--- config.mk ---
export PLATFORM = sky130hd
export DESIGN_NAME = xif_offload_master_flat
export DESIGN_NICKNAME = d
export VERILOG_FILES = /design/src/rtl/xif_offload_master_if.sv /design/src/rtl/xif_offload_master.sv /design/src/flat_wrapper.sv
export SDC_FILE = /design/constraint.sdc
export NUM_CORES = 1
export LEC_CHECK = 0
export ABC_CLOCK_PERIOD_IN_PS = 2500
export CELL_PAD_IN_SITES_DETAIL_PLACEMENT = 0
export CELL_PAD_IN_SITES_GLOBAL_PLACEMENT = 1
export CORE_MARGIN = 1
export CORE_UTILIZATION = 32
export DETAILED_ROUTE_END_ITERATION = 7
export PLACE_DENSITY_LB_ADDON = 0.05
export SYNTH_ARGS = -nofsm -noshare
export SYNTH_HDL_FRONTEND = slang
export SYNTH_SLANG_ARGS = --single-unit
--- constraint.sdc ---
create_clock -name clk_i -period 2.5 [get_ports clk_i]
set_input_delay 0.375 -clock clk_i [delete_from_list [all_inputs] [get_ports clk_i]]
set_output_delay 0.375 -clock clk_i [all_outputs]
set_load 0.02 [all_outputs]
--- src/rtl/xif_offload_master_if.sv ---
// ============================================================================
// Module      : xif_offload_master_if
// Description : Coprocessor-side bundle of the offload master: the issue,
//               commit and result channels. Signal suffixes (_i/_o) are named
//               from the master's point of view.
//               master modport : core-side initiator (xif_offload_master)
//               slave  modport : coprocessor
// Revision    : 1.0  initial release
// ============================================================================
`default_nettype none

interface xif_offload_master_if #(
    parameter int unsigned X_ID_WIDTH  = 4,
    parameter int unsigned X_RFR_WIDTH = 32,
    parameter int unsigned X_RFW_WIDTH = 32
);
    // Issue channel
    logic                     issue_valid_o;
    logic                     issue_ready_i;
    logic [31:0]              issue_instr_o;
    logic [X_ID_WIDTH-1:0]    issue_id_o;
    logic [2*X_RFR_WIDTH-1:0] issue_rs_o;
    logic [1:0]               issue_rs_valid_o;
    logic                     issue_accept_i;
    logic                     issue_writeback_i;

    // Commit channel
    logic                     commit_valid_o;
    logic [X_ID_WIDTH-1:0]    commit_id_o;
    logic                     commit_kill_o;

    // Result channel
    logic                     result_valid_i;
    logic                     result_ready_o;
    logic [X_ID_WIDTH-1:0]    result_id_i;
    logic [4:0]               result_rd_i;
    logic                     result_we_i;
    logic [X_RFW_WIDTH-1:0]   result_data_i;

    modport master (
        output issue_valid_o, issue_instr_o, issue_id_o, issue_rs_o, issue_rs_valid_o,
        input  issue_ready_i, issue_accept_i, issue_writeback_i,
        output commit_valid_o, commit_id_o, commit_kill_o,
        output result_ready_o,
        input  result_valid_i, result_id_i, result_rd_i, result_we_i, result_data_i
    );

    modport slave (
        input  issue_valid_o, issue_instr_o, issue_id_o, issue_rs_o, issue_rs_valid_o,
        output issue_ready_i, issue_accept_i, issue_writeback_i,
        input  commit_valid_o, commit_id_o, commit_kill_o,
        input  result_ready_o,
        output result_valid_i, result_id_i, result_rd_i, result_we_i, result_data_i
    );
endinterface

`default_nettype wire

--- src/rtl/xif_offload_master.sv ---
// ============================================================================
// Module      : xif_offload_master
// Description : Core-side CV-X-IF initiator. Accepts one offload request at a
//               time, runs issue -> commit -> result against the coprocessor,
//               and returns a register writeback plus a completion status
//               (00 ok, 01 rejected, 10 killed, 11 timeout).
// Ports       : clk_i, rst_ni           clock, async active-low reset
//               req_*                   upstream request from execute stage
//               xif (master modport)    issue / commit / result channels
//               wb_*                    register-file writeback strobe
//               done_valid_o/status_o   one-cycle completion report
//               protocol_err_o          sticky protocol violation flag
// Revision    : 1.0  initial release
// ============================================================================
`default_nettype none

module xif_offload_master #(
    parameter int unsigned X_ID_WIDTH     = 4,
    parameter int unsigned X_RFR_WIDTH    = 32,
    parameter int unsigned X_RFW_WIDTH    = 32,
    parameter int unsigned TIMEOUT_CYCLES = 255
) (
    input  wire logic                   clk_i,
    input  wire logic                   rst_ni,

    input  wire logic                   req_valid_i,
    output logic                        req_ready_o,
    input  wire logic [31:0]            req_instr_i,
    input  wire logic [X_RFR_WIDTH-1:0] req_rs1_i,
    input  wire logic [X_RFR_WIDTH-1:0] req_rs2_i,
    input  wire logic                   req_kill_i,

    xif_offload_master_if.master        xif,

    output logic                        wb_valid_o,
    output logic [4:0]                  wb_rd_o,
    output logic [X_RFW_WIDTH-1:0]      wb_data_o,

    output logic                        done_valid_o,
    output logic [1:0]                  done_status_o,
    output logic                        protocol_err_o
);

    localparam int unsigned TMO_W = $clog2(TIMEOUT_CYCLES + 1);
    // Last RESULT cycle index: the counter starts at 0 on entry, so leaving
    // when it reads TIMEOUT_CYCLES-1 gives exactly TIMEOUT_CYCLES cycles.
    localparam logic [TMO_W-1:0] TMO_LAST = TMO_W'(TIMEOUT_CYCLES - 1);

    localparam logic [1:0] ST_OK     = 2'b00;
    localparam logic [1:0] ST_REJECT = 2'b01;
    localparam logic [1:0] ST_KILLED = 2'b10;
    localparam logic [1:0] ST_TMO    = 2'b11;

    typedef enum logic [1:0] {
        S_IDLE   = 2'd0,
        S_ISSUE  = 2'd1,
        S_COMMIT = 2'd2,
        S_RESULT = 2'd3
    } state_e;

    state_e                   state_q, state_d;
    logic [31:0]              instr_q, instr_d;
    logic [2*X_RFR_WIDTH-1:0] rs_q, rs_d;
    logic [X_ID_WIDTH-1:0]    id_q, id_d;
    logic [X_ID_WIDTH-1:0]    id_cnt_q, id_cnt_d;
    logic                     kill_q, kill_d;
    logic                     wb_q, wb_d;
    logic [TMO_W-1:0]         tmo_q, tmo_d;
    logic                     issue_valid_q, issue_valid_d;
    logic                     commit_valid_q, commit_valid_d;
    logic                     wb_valid_q, wb_valid_d;
    logic [4:0]               wb_rd_q, wb_rd_d;
    logic [X_RFW_WIDTH-1:0]   wb_data_q, wb_data_d;
    logic                     done_valid_q, done_valid_d;
    logic [1:0]               done_status_q, done_status_d;
    logic                     err_q, err_d;

    // ------------------------------------------------------------------------
    // State and datapath registers
    // ------------------------------------------------------------------------
    always_ff @(posedge clk_i or negedge rst_ni) begin
        if (!rst_ni) begin
            state_q        <= S_IDLE;
            instr_q        <= '0;
            rs_q           <= '0;
            id_q           <= '0;
            id_cnt_q       <= '0;
            kill_q         <= 1'b0;
            wb_q           <= 1'b0;
            tmo_q          <= '0;
            issue_valid_q  <= 1'b0;
            commit_valid_q <= 1'b0;
            wb_valid_q     <= 1'b0;
            wb_rd_q        <= '0;
            wb_data_q      <= '0;
            done_valid_q   <= 1'b0;
            done_status_q  <= '0;
            err_q          <= 1'b0;
        end else begin
            state_q        <= state_d;
            instr_q        <= instr_d;
            rs_q           <= rs_d;
            id_q           <= id_d;
            id_cnt_q       <= id_cnt_d;
            kill_q         <= kill_d;
            wb_q           <= wb_d;
            tmo_q          <= tmo_d;
            issue_valid_q  <= issue_valid_d;
            commit_valid_q <= commit_valid_d;
            wb_valid_q     <= wb_valid_d;
            wb_rd_q        <= wb_rd_d;
            wb_data_q      <= wb_data_d;
            done_valid_q   <= done_valid_d;
            done_status_q  <= done_status_d;
            err_q          <= err_d;
        end
    end

    // ------------------------------------------------------------------------
    // Next-state and next-output logic
    // ------------------------------------------------------------------------
    always_comb begin
        state_d        = state_q;
        instr_d        = instr_q;
        rs_d           = rs_q;
        id_d           = id_q;
        id_cnt_d       = id_cnt_q;
        kill_d         = kill_q;
        wb_d           = wb_q;
        tmo_d          = tmo_q;
        wb_valid_d     = 1'b0;
        wb_rd_d        = wb_rd_q;
        wb_data_d      = wb_data_q;
        done_valid_d   = 1'b0;
        done_status_d  = done_status_q;
        err_d          = err_q;

        unique case (state_q)
            S_IDLE: begin
                if (req_valid_i) begin
                    instr_d = req_instr_i;
                    rs_d    = {req_rs2_i, req_rs1_i};
                    id_d    = id_cnt_q;
                    kill_d  = 1'b0;
                    state_d = S_ISSUE;
                end
            end

            S_ISSUE: begin
                // A kill here is only recorded; the issue request itself is
                // never withdrawn and the kill is delivered on commit.
                if (req_kill_i) begin
                    kill_d = 1'b1;
                end
                if (xif.issue_ready_i) begin
                    if (!xif.issue_accept_i) begin
                        done_valid_d  = 1'b1;
                        done_status_d = ST_REJECT;
                        id_cnt_d      = id_cnt_q + X_ID_WIDTH'(1);
                        state_d       = S_IDLE;
                    end else begin
                        wb_d    = xif.issue_writeback_i;
                        state_d = S_COMMIT;
                    end
                end
            end

            S_COMMIT: begin
                if (req_kill_i) begin
                    kill_d = 1'b1;
                end
                if (kill_q || req_kill_i) begin
                    done_valid_d  = 1'b1;
                    done_status_d = ST_KILLED;
                    id_cnt_d      = id_cnt_q + X_ID_WIDTH'(1);
                    state_d       = S_IDLE;
                end else begin
                    tmo_d   = '0;
                    state_d = S_RESULT;
                end
            end

            S_RESULT: begin
                if (xif.result_valid_i && (xif.result_id_i == id_q)) begin
                    // Write only when the coprocessor announced a writeback
                    // at issue time; otherwise flag it and drop the write.
                    wb_valid_d    = xif.result_we_i & wb_q;
                    wb_rd_d       = xif.result_rd_i;
                    wb_data_d     = xif.result_data_i;
                    if (xif.result_we_i && !wb_q) begin
                        err_d = 1'b1;
                    end
                    done_valid_d  = 1'b1;
                    done_status_d = ST_OK;
                    id_cnt_d      = id_cnt_q + X_ID_WIDTH'(1);
                    state_d       = S_IDLE;
                end else begin
                    // Foreign ID: the handshake completes but data is dropped.
                    if (xif.result_valid_i) begin
                        err_d = 1'b1;
                    end
                    if (tmo_q == TMO_LAST) begin
                        done_valid_d  = 1'b1;
                        done_status_d = ST_TMO;
                        id_cnt_d      = id_cnt_q + X_ID_WIDTH'(1);
                        state_d       = S_IDLE;
                    end else begin
                        tmo_d = tmo_q + TMO_W'(1);
                    end
                end
            end

            default: begin
                state_d = S_IDLE;
            end
        endcase

        // Results are only expected in RESULT; anything else is a violation.
        if ((state_q != S_RESULT) && xif.result_valid_i) begin
            err_d = 1'b1;
        end

        // Channel valids are registered images of the state being entered.
        issue_valid_d  = (state_d == S_ISSUE);
        commit_valid_d = (state_d == S_COMMIT);
    end

    // ------------------------------------------------------------------------
    // Outputs
    // ------------------------------------------------------------------------
    assign req_ready_o          = (state_q == S_IDLE);

    assign xif.issue_valid_o    = issue_valid_q;
    assign xif.issue_instr_o    = instr_q;
    assign xif.issue_id_o       = id_q;
    assign xif.issue_rs_o       = rs_q;
    assign xif.issue_rs_valid_o = {2{issue_valid_q}};

    assign xif.commit_valid_o   = commit_valid_q;
    assign xif.commit_id_o      = id_q;
    // Live kill is folded in so a kill arriving in the commit cycle still lands.
    assign xif.commit_kill_o    = commit_valid_q & (kill_q | req_kill_i);

    assign xif.result_ready_o   = (state_q == S_RESULT);

    assign wb_valid_o           = wb_valid_q;
    assign wb_rd_o              = wb_rd_q;
    assign wb_data_o            = wb_data_q;
    assign done_valid_o         = done_valid_q;
    assign done_status_o        = done_status_q;
    assign protocol_err_o       = err_q;

endmodule

`default_nettype wire

--- src/flat_wrapper.sv ---
// flat-port wrapper written by rule: the top's interface ports become plain ports
module xif_offload_master_flat 
#(
    parameter int unsigned X_ID_WIDTH     = 4,
    parameter int unsigned X_RFR_WIDTH    = 32,
    parameter int unsigned X_RFW_WIDTH    = 32,
    parameter int unsigned TIMEOUT_CYCLES = 255
)
  (clk_i, rst_ni, req_valid_i, req_ready_o, req_instr_i, req_rs1_i, req_rs2_i, req_kill_i, wb_valid_o, wb_rd_o, wb_data_o, done_valid_o, done_status_o, protocol_err_o, xif_issue_valid_o, xif_issue_instr_o, xif_issue_id_o, xif_issue_rs_o, xif_issue_rs_valid_o, xif_issue_ready_i, xif_issue_accept_i, xif_issue_writeback_i, xif_commit_valid_o, xif_commit_id_o, xif_commit_kill_o, xif_result_ready_o, xif_result_valid_i, xif_result_id_i, xif_result_rd_i, xif_result_we_i, xif_result_data_i);
  xif_offload_master_if #(.X_ID_WIDTH(X_ID_WIDTH), .X_RFR_WIDTH(X_RFR_WIDTH), .X_RFW_WIDTH(X_RFW_WIDTH)) xif_i ();
  input  wire logic clk_i;
  input  wire logic rst_ni;
  input  wire logic req_valid_i;
  output logic req_ready_o;
  input  wire logic [31:0] req_instr_i;
  input  wire logic [X_RFR_WIDTH-1:0] req_rs1_i;
  input  wire logic [X_RFR_WIDTH-1:0] req_rs2_i;
  input  wire logic req_kill_i;
  output logic wb_valid_o;
  output logic [4:0] wb_rd_o;
  output logic [X_RFW_WIDTH-1:0] wb_data_o;
  output logic done_valid_o;
  output logic [1:0] done_status_o;
  output logic protocol_err_o;
  output wire logic [$bits(xif_i.issue_valid_o)-1:0] xif_issue_valid_o;
  output wire logic [$bits(xif_i.issue_instr_o)-1:0] xif_issue_instr_o;
  output wire logic [$bits(xif_i.issue_id_o)-1:0] xif_issue_id_o;
  output wire logic [$bits(xif_i.issue_rs_o)-1:0] xif_issue_rs_o;
  output wire logic [$bits(xif_i.issue_rs_valid_o)-1:0] xif_issue_rs_valid_o;
  input wire logic [$bits(xif_i.issue_ready_i)-1:0] xif_issue_ready_i;
  input wire logic [$bits(xif_i.issue_accept_i)-1:0] xif_issue_accept_i;
  input wire logic [$bits(xif_i.issue_writeback_i)-1:0] xif_issue_writeback_i;
  output wire logic [$bits(xif_i.commit_valid_o)-1:0] xif_commit_valid_o;
  output wire logic [$bits(xif_i.commit_id_o)-1:0] xif_commit_id_o;
  output wire logic [$bits(xif_i.commit_kill_o)-1:0] xif_commit_kill_o;
  output wire logic [$bits(xif_i.result_ready_o)-1:0] xif_result_ready_o;
  input wire logic [$bits(xif_i.result_valid_i)-1:0] xif_result_valid_i;
  input wire logic [$bits(xif_i.result_id_i)-1:0] xif_result_id_i;
  input wire logic [$bits(xif_i.result_rd_i)-1:0] xif_result_rd_i;
  input wire logic [$bits(xif_i.result_we_i)-1:0] xif_result_we_i;
  input wire logic [$bits(xif_i.result_data_i)-1:0] xif_result_data_i;
  assign xif_issue_valid_o = xif_i.issue_valid_o;
  assign xif_issue_instr_o = xif_i.issue_instr_o;
  assign xif_issue_id_o = xif_i.issue_id_o;
  assign xif_issue_rs_o = xif_i.issue_rs_o;
  assign xif_issue_rs_valid_o = xif_i.issue_rs_valid_o;
  assign xif_i.issue_ready_i = xif_issue_ready_i;
  assign xif_i.issue_accept_i = xif_issue_accept_i;
  assign xif_i.issue_writeback_i = xif_issue_writeback_i;
  assign xif_commit_valid_o = xif_i.commit_valid_o;
  assign xif_commit_id_o = xif_i.commit_id_o;
  assign xif_commit_kill_o = xif_i.commit_kill_o;
  assign xif_result_ready_o = xif_i.result_ready_o;
  assign xif_i.result_valid_i = xif_result_valid_i;
  assign xif_i.result_id_i = xif_result_id_i;
  assign xif_i.result_rd_i = xif_result_rd_i;
  assign xif_i.result_we_i = xif_result_we_i;
  assign xif_i.result_data_i = xif_result_data_i;
  xif_offload_master #(.X_ID_WIDTH(X_ID_WIDTH), .X_RFR_WIDTH(X_RFR_WIDTH), .X_RFW_WIDTH(X_RFW_WIDTH), .TIMEOUT_CYCLES(TIMEOUT_CYCLES)) u_core (.clk_i(clk_i), .rst_ni(rst_ni), .req_valid_i(req_valid_i), .req_ready_o(req_ready_o), .req_instr_i(req_instr_i), .req_rs1_i(req_rs1_i), .req_rs2_i(req_rs2_i), .req_kill_i(req_kill_i), .xif(xif_i), .wb_valid_o(wb_valid_o), .wb_rd_o(wb_rd_o), .wb_data_o(wb_data_o), .done_valid_o(done_valid_o), .done_status_o(done_status_o), .protocol_err_o(protocol_err_o));
endmodule
==> reports/metrics.csv, run 1 <==
stage,metric,value,unit
sta,ratio of final minimum period to clock period,95.3,%
yosys,Yosys Warn Count,0,
power_and_ir_drop,leakage power,4.47,nW
finish,n_diodes,0,
clocking,"Clk pin slew, worst setup/hold paths",0.06,ns
sta,Tmin final,2.38,ns
worst_setup_path,crit path capture type,output port,
floorplanning,Die Y,144,um
power_and_ir_drop,Net Sw Frac,34.3,%
worst_hold_path,worst hold-check path type,in -> async,
global_route,gr usage total,17.3,%
drt,post-route ant nets,0,
yosys,syn_nets,589,
clocking,clock sink total,160,
worst_setup_path,Worst R2R Start,u_core.tmo_q[0],
finish,storage element area,4000,um^2
clocking,clk_lat worst skew,0.42,ns
sta,RSZ-0062 raised after global routing,false,
power_and_ir_drop,internal power,0.00844,W
drt,Via Count,4698,
global_route,largest net degree at the start of global routing,55,
sta,fin. max-slew vios,0,
placement,dpl hpwl,13.2,mm
sta,setup TNS,0,ns
worst_setup_path,crit path launch type,register,
floorplanning,Chip Width,144,um
clocking,cts bufs inserted,17,
clocking,depth of the CTS H-tree,4,
drt,vias per cell,4.60,
power_and_ir_drop,PwrDens,1230,nW/um^2
floorplanning,Ports,299,
finish,Finished Layout Cells,1021,
yosys,Synth area leaders,"dfrtp_1, mux2_2, ha_1",
flow_run,max cap viols,0,
status,outcome,"complete, no violations",
finish,multi-input logic area,2310,um^2
finish,Nets,897,
yosys,top-count cell post-synth,dfrtp_1,
placement,placed cell count,989,
drt,WL/cell,17.3,um
global_route,first-pass GRT wire length,26.9,mm
clocking,CTS tree,done,
worst_setup_path,Worst Path Arrival,2.01,ns
finish,P&R area growth vs syn,61.6,%
clocking,Post-CTS Resized,0,
sta,Final Setup Violations,0,
drt,WL final,17.7,mm
yosys,register area share after synthesis,61.9,%
yosys,Yosys top cell by area,dfrtp_1,
power_and_ir_drop,Clock power frac,21.7,%
finish,Filler Cells Inserted,1732,
yosys,Seq cells post-synth,160,
yosys,post-synth top area share,61.9,%
yosys,Post-Synth XOR/XNOR Area,0.948,%
floorplanning,Initial Util,32.9,%
yosys,Post-Synth Adder-Cell Area,1.35,%
placement,GPL Wtd Cong,0.733,
power_and_ir_drop,Max IR drop VDD,0.000604,V
sta,final hold vios,0,
floorplanning,Die Area,20800,um^2
worst_setup_path,CP required,2.12,ns
power_and_ir_drop,P_sw,0.00441,W
finish,design area,10500,um^2
placement,IO Port Bufs,298,
clocking,root buffer selected by CTS,clkbuf_16,
worst_setup_path,crit path kind,reg -> out,
floorplanning,# rows,51,
sta,Worst Skew,0.00731,ns
placement,dpl ws,0.222,ns
drt,DR pass1 iterations,4,
yosys,Avg Inst Size Synth,14.8,um^2
worst_setup_path,cells on worst reg2reg path,7,
sta,Slew @ Worst Pin,0.557,ns
yosys,Synth Area in Compound Gates,4.02,%
worst_setup_path,Reg2Reg Setup Slack,0.49,ns
placement,dpl cell area,9810,um^2
yosys,most used flip-flop cell after synthesis,dfrtp_1,
drt,First DRT Iteration DRCs,127,
yosys,Post-synth EDFFs,0,
worst_setup_path,RR Endpoint,u_core.id_cnt_q[1],
yosys,most instantiated cells after synthesis,"dfrtp_1, mux2_2, nand2_1, a21oi_1, buf_2",
worst_setup_path,Crit Path Max Fanout,7,
finish,final core occ,53.2,%
power_and_ir_drop,Seq pwr share,33.1,%
yosys,Mapped Cells,436,
worst_setup_path,Crit. Startpoint,u_core.state_q[1],
yosys,"FFs w/ async S/R, synth",100,%
yosys,Mapped Area,6470,um^2
clocking,Clock Tree Buf Depth,2,
yosys,mux cell area share after synthesis,24.8,%
finish,share of cells above drive strength 1,25.5,%
power_and_ir_drop,combinational group share of total power,45.2,%
sta,"Worst Setup Slack, final",0.117,ns
floorplanning,Core Footprint,19700,um^2
drt,# DRC,0,
sta,fmax,420,MHz
global_route,vias in the first global route,5008,
yosys,largest family of logic cells by synthesized area,multiplexers,
sta,Slew Limit Headroom,62.9,%
global_route,initial antenna violation count,0,
clocking,"Setup Fix Bufs, Post-CTS",0,
global_route,total gr overflow,0,
yosys,Yosys cell types,46,
yosys,fraction of the mapped netlist area in simple logic gates,4.53,%
how the worst max path moves through the flow:
stage	to	slack [ns]	cells past startpoint
5_1_grt	req_ready_o	0.02	3
6_report	req_ready_o	0.12	3
3_5_place_dp	u_core.done_status_o[0]	0.22	7
3_3_place_gp	u_core.done_status_o[0]	0.26	7
2_1_floorplan	u_core.xif.commit_id_o[0]	0.60	6
4_1_cts	req_ready_o	0.09	3
placed cells by master (no fill, tap or decap), drive strengths merged, types with 2 or more instances in the layout:
cell and n:
clkdlybuf4s50 297, dfrtp 160, mux2 140, clkbuf 19, nand2 15, buf 14
a21oi 13, nor2 10, inv 10, ha 7, o21ai 7, xor2 6
nand4 5, nand3 5, and3 4, bufinv 4, nor3 4, clkinvlp 3
clkinv 3, nor2b 2, a31oi 2, o211ai 2, o311ai 2, mux2i 2
power by group through the flow:
| stage | Sequential (W) | Clock, W | Combinational (W) |
|---|---|---|---|
| 3_3_place_gp | 0.00424 | 0 | 0.00582 |
| 6_report | 0.00426 | 0.00278 | 0.00581 |
| 5_1_grt | 0.00441 | 0.00298 | 0.00613 |
| 2_1_floorplan | 0.00540 | 0 | 0.00188 |
| 4_1_cts | 0.00427 | 0.00287 | 0.00590 |
| 3_5_place_dp | 0.00429 | 0 | 0.00587 |
worst max-delay path, stage by stage (launching register included):
cell and delay (ns):
dfrtp_1 0.44, inv_1 0.11, ha_1 0.36, clkdlybuf4s50_1 0.68
sequential cells by signal, indices dropped and copies added, names as in the netlist, 2 cells and up:
signal,count
u_core.done_status_o,2
u_core.id_cnt_q,4
u_core.state_q,2
u_core.tmo_q,8
u_core.wb_data_o,32
u_core.wb_rd_o,5
u_core.xif.commit_id_o,4
u_core.xif.issue_instr_o,32
u_core.xif.issue_rs_o,64
metal layers:
metal	global-route usage (%)	wire length, um	up-vias
met5	0	0	-
met4	4.54	148	0
met3	7.28	1500	13
met2	30.8	9400	165
met1	18.7	6630	2360
li1	-	-	2160
per-stage QoR:
step | hold slack, ns | power (W)
6_report | 0.462 | 0.0129
3_5_place_dp | 0.377 | 0.0102
2_1_floorplan | 0.0794 | 0.00728
3_3_place_gp | 0.367 | 0.0101
4_1_cts | 0.484 | 0.0130
5_1_grt | 0.492 | 0.0135
cells by family after synthesis:
logic type                 count (synthesis)
adders and majority gates                  7
buffers and inverters                     31
xor gates and xnor gates                   7
DFF                                      160
and+or+nand+nor                           53
AOI/OAI and AO/OA                         36
muxes                                    142
layout make-up:
type / instances / area share, %
Clock buffer: 19 / 4.33
Clock inverter: 12 / 1.75
Inverter: 8 / 0.287
Multi-Input combinational cell: 245 / 22.1
Sequential cell: 160 / 38.3
Tap cell: 265 / 3.17
Timing Repair Buffer: 312 / 30.0
timing repair:
action	CTS	global route
hold endpoints to repair	50	0
setup endpoints to repair	0	0
hold buffers	1	0
No activity file was read; power rests on OpenSTA's default activity.
==> run 2, diff against run 1 <==
--- a/config.mk
+++ b/config.mk
@@ -12,6 +12,7 @@
 export CORE_UTILIZATION = 32
 export DETAILED_ROUTE_END_ITERATION = 7
 export PLACE_DENSITY_LB_ADDON = 0.05
+export RECOVER_POWER = 100
 export SYNTH_ARGS = -nofsm -noshare
 export SYNTH_HDL_FRONTEND = slang
 export SYNTH_SLANG_ARGS = --single-unit
==> run 2 against run 1 <==
Compared with the run above: design area fell by 1.1%; register-to-register slack worse by 0.26 ns; combinational power is 8.3% lower; sequential share of layout area increased by 0.43 points; sequential power is 1% lower; non-clock buffer count is the same.
==> reports/metrics.csv, run 2 (synthesis results as in run 1) <==
stage,metric,value,unit,change
status,outcome,"complete, no violations",,
clocking,Post-CTS Resized,0,,unchanged
drt,WL final,17.6,mm,-0.25%
sta,RSZ-0062 raised after global routing,false,,
worst_setup_path,Worst Path Arrival,2.01,ns,about the same
clocking,"Clk pin slew, worst setup/hold paths",0.06,ns,about the same
global_route,first-pass GRT wire length,26.9,mm,unchanged
global_route,gr usage total,17.3,%,unchanged
sta,ratio of final minimum period to clock period,95.4,%,about the same
floorplanning,Die Area,20800,um^2,unchanged
sta,Slew Limit Headroom,4.31,%,-59 points
drt,wire length on met2,9.40,mm,about the same
floorplanning,Core Footprint,19700,um^2,unchanged
worst_setup_path,Crit Path Max Fanout,7,,unchanged
global_route,total gr overflow,0,,unchanged
sta,Worst Skew,0.00704,ns,-0.000267 ns
sta,fin. max-slew vios,0,,unchanged
drt,Via Count,4690,,-0.17%
drt,highest metal layer with signal wires,met4,,
floorplanning,Die Y,144,um,unchanged
worst_setup_path,crit path launch type,register,,
power_and_ir_drop,Max IR drop VDD,0.000561,V,-7.0%
drt,met3 WL,1.52,mm,+1.1%
finish,Nets,897,,unchanged
placement,dpl hpwl,13.2,mm,unchanged
sta,fmax,419,MHz,about the same
clocking,Clock Tree Buf Depth,2,,unchanged
finish,Filler Cells Inserted,1749,,+0.98%
sta,final hold vios,0,,unchanged
global_route,vias in the first global route,5008,,unchanged
floorplanning,# rows,51,,unchanged
floorplanning,Chip Width,144,um,unchanged
worst_setup_path,crit path capture type,output port,,
clocking,clk_lat worst skew,0.42,ns,about the same
worst_setup_path,CP required,2.12,ns,about the same
drt,# DRC,0,,unchanged
placement,IO Port Bufs,298,,unchanged
worst_hold_path,worst hold-check path type,reg -> reg,,
drt,WL met1,6.56,mm,-0.98%
floorplanning,Initial Util,32.9,%,unchanged
sta,"Worst Setup Slack, final",0.115,ns,-0.00144 ns
clocking,CTS tree,done,,
clocking,depth of the CTS H-tree,4,,unchanged
placement,dpl ws,0.222,ns,unchanged
drt,post-route ant nets,0,,unchanged
flow_run,max cap viols,0,,unchanged
finish,design area,10300,um^2,-1.1%
placement,GPL Wtd Cong,0.733,,unchanged
power_and_ir_drop,PwrDens,1190,nW/um^2,-3.1%
placement,dpl cell area,9810,um^2,unchanged
sta,setup TNS,0,ns,unchanged
drt,First DRT Iteration DRCs,135,,+6.3%
clocking,root buffer selected by CTS,clkbuf_16,,
global_route,initial antenna violation count,0,,unchanged
drt,vias per cell,4.59,,-0.17%
worst_setup_path,crit path kind,reg -> out,,
sta,Final Setup Violations,0,,unchanged
drt,WL/cell,17.3,um,-0.25%
drt,DR pass1 iterations,4,,unchanged
sta,Slew @ Worst Pin,1.44,ns,+0.879 ns
finish,most frequent cells in the layout,"dfrtp_1, dlygate4sd3_1, clkdlybuf4s50_1",,
finish,"most common cell after layout, fill and taps aside",dfrtp_1,,
clocking,cts bufs inserted,17,,unchanged
finish,share of cells above drive strength 1,24.3,%,-1.2 points
global_route,largest net degree at the start of global routing,55,,unchanged
finish,max reg flops,64,,unchanged
sta,Tmin final,2.38,ns,+0.00144 ns
power_and_ir_drop,leakage power,4.60,nW,+3.0%
clocking,clock sink total,160,,unchanged
finish,P&R area growth vs syn,59.8,%,
finish,n_diodes,0,,unchanged
floorplanning,Ports,299,,unchanged
## run 2: changes by cell type in the layout (fill, tap and decap cells not counted), sizes merged
| cell | before | now |
|---|---|---|
| buf | 14 | 5 |
| clkbuf | 19 | 28 |
| dlygate4sd3 | 1 | 153 |
| clkdlybuf4s50 | 297 | 145 |
## run 2: worst paths after layout
path	start	endpoint	slack (ns)	cells past startpoint
setup / recovery	u_core.state_q[1]	req_ready_o	0.12	3
hold reg to reg	u_core.protocol_err_o	u_core.protocol_err_o	0.47	1
max in group asynchronous	rst_ni	u_core.state_q[1]	0.45	3
min in group asynchronous	rst_ni	u_core.xif.issue_rs_o[57]	0.81	2
setup reg to reg	u_core.state_q[1]	u_core.xif.issue_rs_o[7]	0.23	5
hold / removal	u_core.protocol_err_o	u_core.protocol_err_o	0.47	1
## run 2: repair_timing
item / 4_1_cts / 5_1_grt
hold buffers: 1 / 0
buffers inserted: 0 / 0
hold endpoints to repair: 50 / 0
## run 2: report_power, final
part / total, W / switching [W] / leakage [nW] / internal, W
Clock: 0.00279 / 0.00106 / 0.302 / 0.00173
Combinational: 0.00533 / 0.00270 / 2.32 / 0.00263
Sequential: 0.00420 / 0.000567 / 1.98 / 0.00364
Total: 0.0123 / 0.00433 / 4.60 / 0.00799
## run 2: critical path: stages, from the launching register on
cell and delay [ns]:
dfrtp_1 0.44, inv_1 0.11, ha_1 0.36, clkdlybuf4s50_1 0.68
## run 2: stage by stage
stage          hold slack [ns]  utilization [%]  std cells  power (W)
5_1_grt                  0.491             52.6       1021     0.0130
6_report                 0.469             52.6       1021     0.0123
4_1_cts                  0.484             53.2       1021     0.0130
3_5_place_dp             0.377             49.9        989     0.0102
3_3_place_gp             0.367             49.9        989     0.0101
2_1_floorplan           0.0794                -        436    0.00728
## run 2: metal layers
metal / vias to the layer above / global-route usage [%]
met3: 13 / 7.28
met1: 2339 / 18.7
met4: 0 / 4.54
li1: 2168 / -
met2: 170 / 30.8
met5: - / 0
## run 2: area by class of cell
cell class	count	area [um^2]	share of cell area, %
clock buffer	19	453	4.38
clock inverter	12	183	1.77
inverter	8	30.0	0.290
timing repair buffer	312	3070	29.7
tap	265	332	3.21
sequential	160	4000	38.7
multi-input combinational	245	2270	21.9
==> run 3, diff against run 2 <==
--- a/config.mk
+++ b/config.mk
@@ -11,7 +11,7 @@
 export CORE_MARGIN = 1
 export CORE_UTILIZATION = 32
 export DETAILED_ROUTE_END_ITERATION = 7
-export PLACE_DENSITY_LB_ADDON = 0.05
+export PLACE_DENSITY_LB_ADDON = 0.1
 export RECOVER_POWER = 100
 export SYNTH_ARGS = -nofsm -noshare
 export SYNTH_HDL_FRONTEND = slang
==> run 3 against run 2 <==
Compared with the run above: largest cell class unchanged; register-to-register slack better by 0.02 ns; worst hold slack gained 0.0058 ns; critical path type unchanged; the flow now finishes with violations (capacitance limit, slew limit); fmax grew 3.2%.
==> reports/metrics.csv, run 3 (synthesis results as in run 1) <==
stage,metric,value,unit,change
worst_hold_path,worst hold-check path type,reg -> reg,,
global_route,vias in the first global route,4865,,-2.9%
global_route,initial antenna violation count,0,,unchanged
sta,fmax,433,MHz,+3.2%
drt,vias per cell,4.53,,-1.4%
power_and_ir_drop,internal power,0.00773,W,-3.3%
sta,Tmin final,2.31,ns,-0.0747 ns
placement,IO Port Bufs,298,,unchanged
global_route,total gr overflow,0,,unchanged
placement,dpl ws,0.192,ns,-0.0301 ns
placement,GPL Wtd Cong,0.761,,+3.9%
flow_run,max cap viols,1,,+1
status,outcome,"complete, but fails checks",,
clocking,CTS tree,done,,
placement,dpl hpwl,12.6,mm,-4.5%
worst_setup_path,Crit Path Max Fanout,8,,+1
global_route,gr usage total,16.7,%,-0.54 points
power_and_ir_drop,PwrDens,1170,nW/um^2,-2.0%
drt,First DRT Iteration DRCs,134,,-0.74%
drt,WL/cell,16.5,um,-4.4%
sta,Worst Skew,0.0108,ns,+0.00372 ns
worst_setup_path,crit path launch type,register,,
sta,Slew @ Worst Pin,1.69,ns,+0.251 ns
floorplanning,Die Area,20800,um^2,unchanged
sta,fin. max-slew vios,69,,+69
floorplanning,Chip Width,144,um,unchanged
floorplanning,Initial Util,32.9,%,unchanged
worst_setup_path,CP required,2.12,ns,about the same
power_and_ir_drop,Net Sw Frac,36.0,%,+0.90 points
power_and_ir_drop,Max IR drop VDD,0.000543,V,-3.3%
power_and_ir_drop,leakage power,4.59,nW,-0.28%
drt,# DRC,0,,unchanged
sta,Final Setup Violations,0,,unchanged
sta,"Worst Setup Slack, final",0.190,ns,+0.0747 ns
clocking,clock sink total,160,,unchanged
floorplanning,Core Footprint,19700,um^2,unchanged
drt,post-route ant nets,0,,unchanged
power_and_ir_drop,Seq pwr share,34.8,%,+0.7 points
clocking,depth of the CTS H-tree,4,,unchanged
global_route,first-pass GRT wire length,26.1,mm,-3.2%
finish,final core occ,52.6,%,about the same
clocking,Clock Tree Buf Depth,2,,unchanged
sta,final hold vios,0,,unchanged
sta,Slew Limit Headroom,-12.4,%,-17 points
clocking,"Clk pin slew, worst setup/hold paths",0.06,ns,about the same
placement,placed cell count,988,,-0.10%
finish,max reg flops,64,,unchanged
worst_setup_path,crit path capture type,output port,,
finish,most frequent cells in the layout,"dfrtp_1, dlygate4sd3_1, clkdlybuf4s50_1",,
clocking,clk_lat worst skew,0.42,ns,about the same
worst_setup_path,crit path kind,reg -> out,,
finish,share of cells above drive strength 1,24.6,%,+0.26 points
drt,WL final,16.9,mm,-4.4%
sta,ratio of final minimum period to clock period,92.4,%,-3.0 points
finish,Finished Layout Cells,1021,,unchanged
floorplanning,Ports,299,,unchanged
finish,Nets,896,,-0.11%
sta,RSZ-0062 raised after global routing,false,,
power_and_ir_drop,Clock power frac,20.9,%,-1.7 points
power_and_ir_drop,combinational group share of total power,44.3,%,+1.0 points
worst_setup_path,Worst Path Arrival,1.93,ns,-0.08 ns
clocking,root buffer selected by CTS,clkbuf_16,,
finish,n_diodes,0,,unchanged
drt,Via Count,4626,,-1.4%
floorplanning,Die Y,144,um,unchanged
clocking,cts bufs inserted,17,,unchanged
finish,"most common cell after layout, fill and taps aside",dfrtp_1,,
sta,setup TNS,0,ns,unchanged
finish,P&R area growth vs syn,59.9,%,about the same
clocking,"Setup Fix Bufs, Post-CTS",0,,unchanged
drt,DR pass1 iterations,5,,+1
power_and_ir_drop,P_sw,0.00435,W,+0.52%
global_route,largest net degree at the start of global routing,71,,+29%
floorplanning,# rows,51,,unchanged
status,violated checks,"capacitance limit, slew limit",,
## run 3: cell count changes in the layout (fill, tap and decap cells not counted), sizes merged
cell,previous run,this run
clkbuf,28,22
buf,5,10
bufinv,4,1
inv,10,13
clkdlybuf4s50,145,146
clkinv,3,4
dlygate4sd3,153,152
## run 3: layout make-up
| type | count | area (um^2) |
|---|---|---|
| multi-input cells | 245 | 2280 |
| fillers | 1711 | 9310 |
| inverters | 8 | 30.0 |
| well taps | 265 | 332 |
| clock inverters | 13 | 126 |
| flip-flops and latches | 160 | 4000 |
| repair buffers | 311 | 3110 |
| clock buffers | 19 | 453 |
## run 3: critical path: stages, from the launching register on
cell	delay, ns
dfrtp_1	0.45
ha_1	0.40
clkdlybuf4s50_1	0.67
## run 3: metrics by stage
step                      hold slack, ns  cell area, um^2  total power, W
after floorplan                   0.0794             6470         0.00728
after global placement             0.436             9820          0.0101
after detailed placement           0.451             9820          0.0101
after CTS                          0.475            10400          0.0128
after global routing               0.499            10300          0.0128
final                              0.475            10300          0.0121
## run 3: metal layers
| metal | vias up | share of wire (%) | global-route usage, % |
|---|---|---|---|
| met2 | 177 | 51 | 28.6 |
| met1 | 2267 | 37 | 18.3 |
| met5 | - | 0 | 0 |
| met3 | 19 | 10 | 7.35 |
| li1 | 2163 | - | - |
| met4 | 0 | 1.6 | 6.09 |
## run 3: timing repair
| action | in CTS | in global routing |
|---|---|---|
| gates resized for setup | 0 | 0 |
| hold endpoints to repair | 3 | 0 |
| hold buffers | 1 | 0 |
## run 3: power by group through the flow
stage	clock network (W)	logic, W	registers [W]
after global placement	0	0.00580	0.00425
final	0.00253	0.00535	0.00420
after global routing	0.00273	0.00569	0.00436
after floorplan	0	0.00188	0.00540
after detailed placement	0	0.00585	0.00429
after CTS	0.00263	0.00588	0.00426
## run 3: worst paths after layout
check | startpoint | end | slack [ns] | cells after the start
worst max-delay path | u_core.state_q[1] | xif_result_ready_o | 0.19 | 2
worst min-delay path | u_core.id_cnt_q[3] | u_core.id_cnt_q[3] | 0.47 | 1
worst max register to register | u_core.state_q[1] | u_core.xif.issue_rs_o[24] | 0.25 | 5
worst min register to register | u_core.id_cnt_q[3] | u_core.id_cnt_q[3] | 0.47 | 1
max in group asynchronous | rst_ni | u_core.xif.issue_rs_o[2] | 0.51 | 2
min in group asynchronous | rst_ni | u_core.wb_data_o[17] | 0.96 | 2
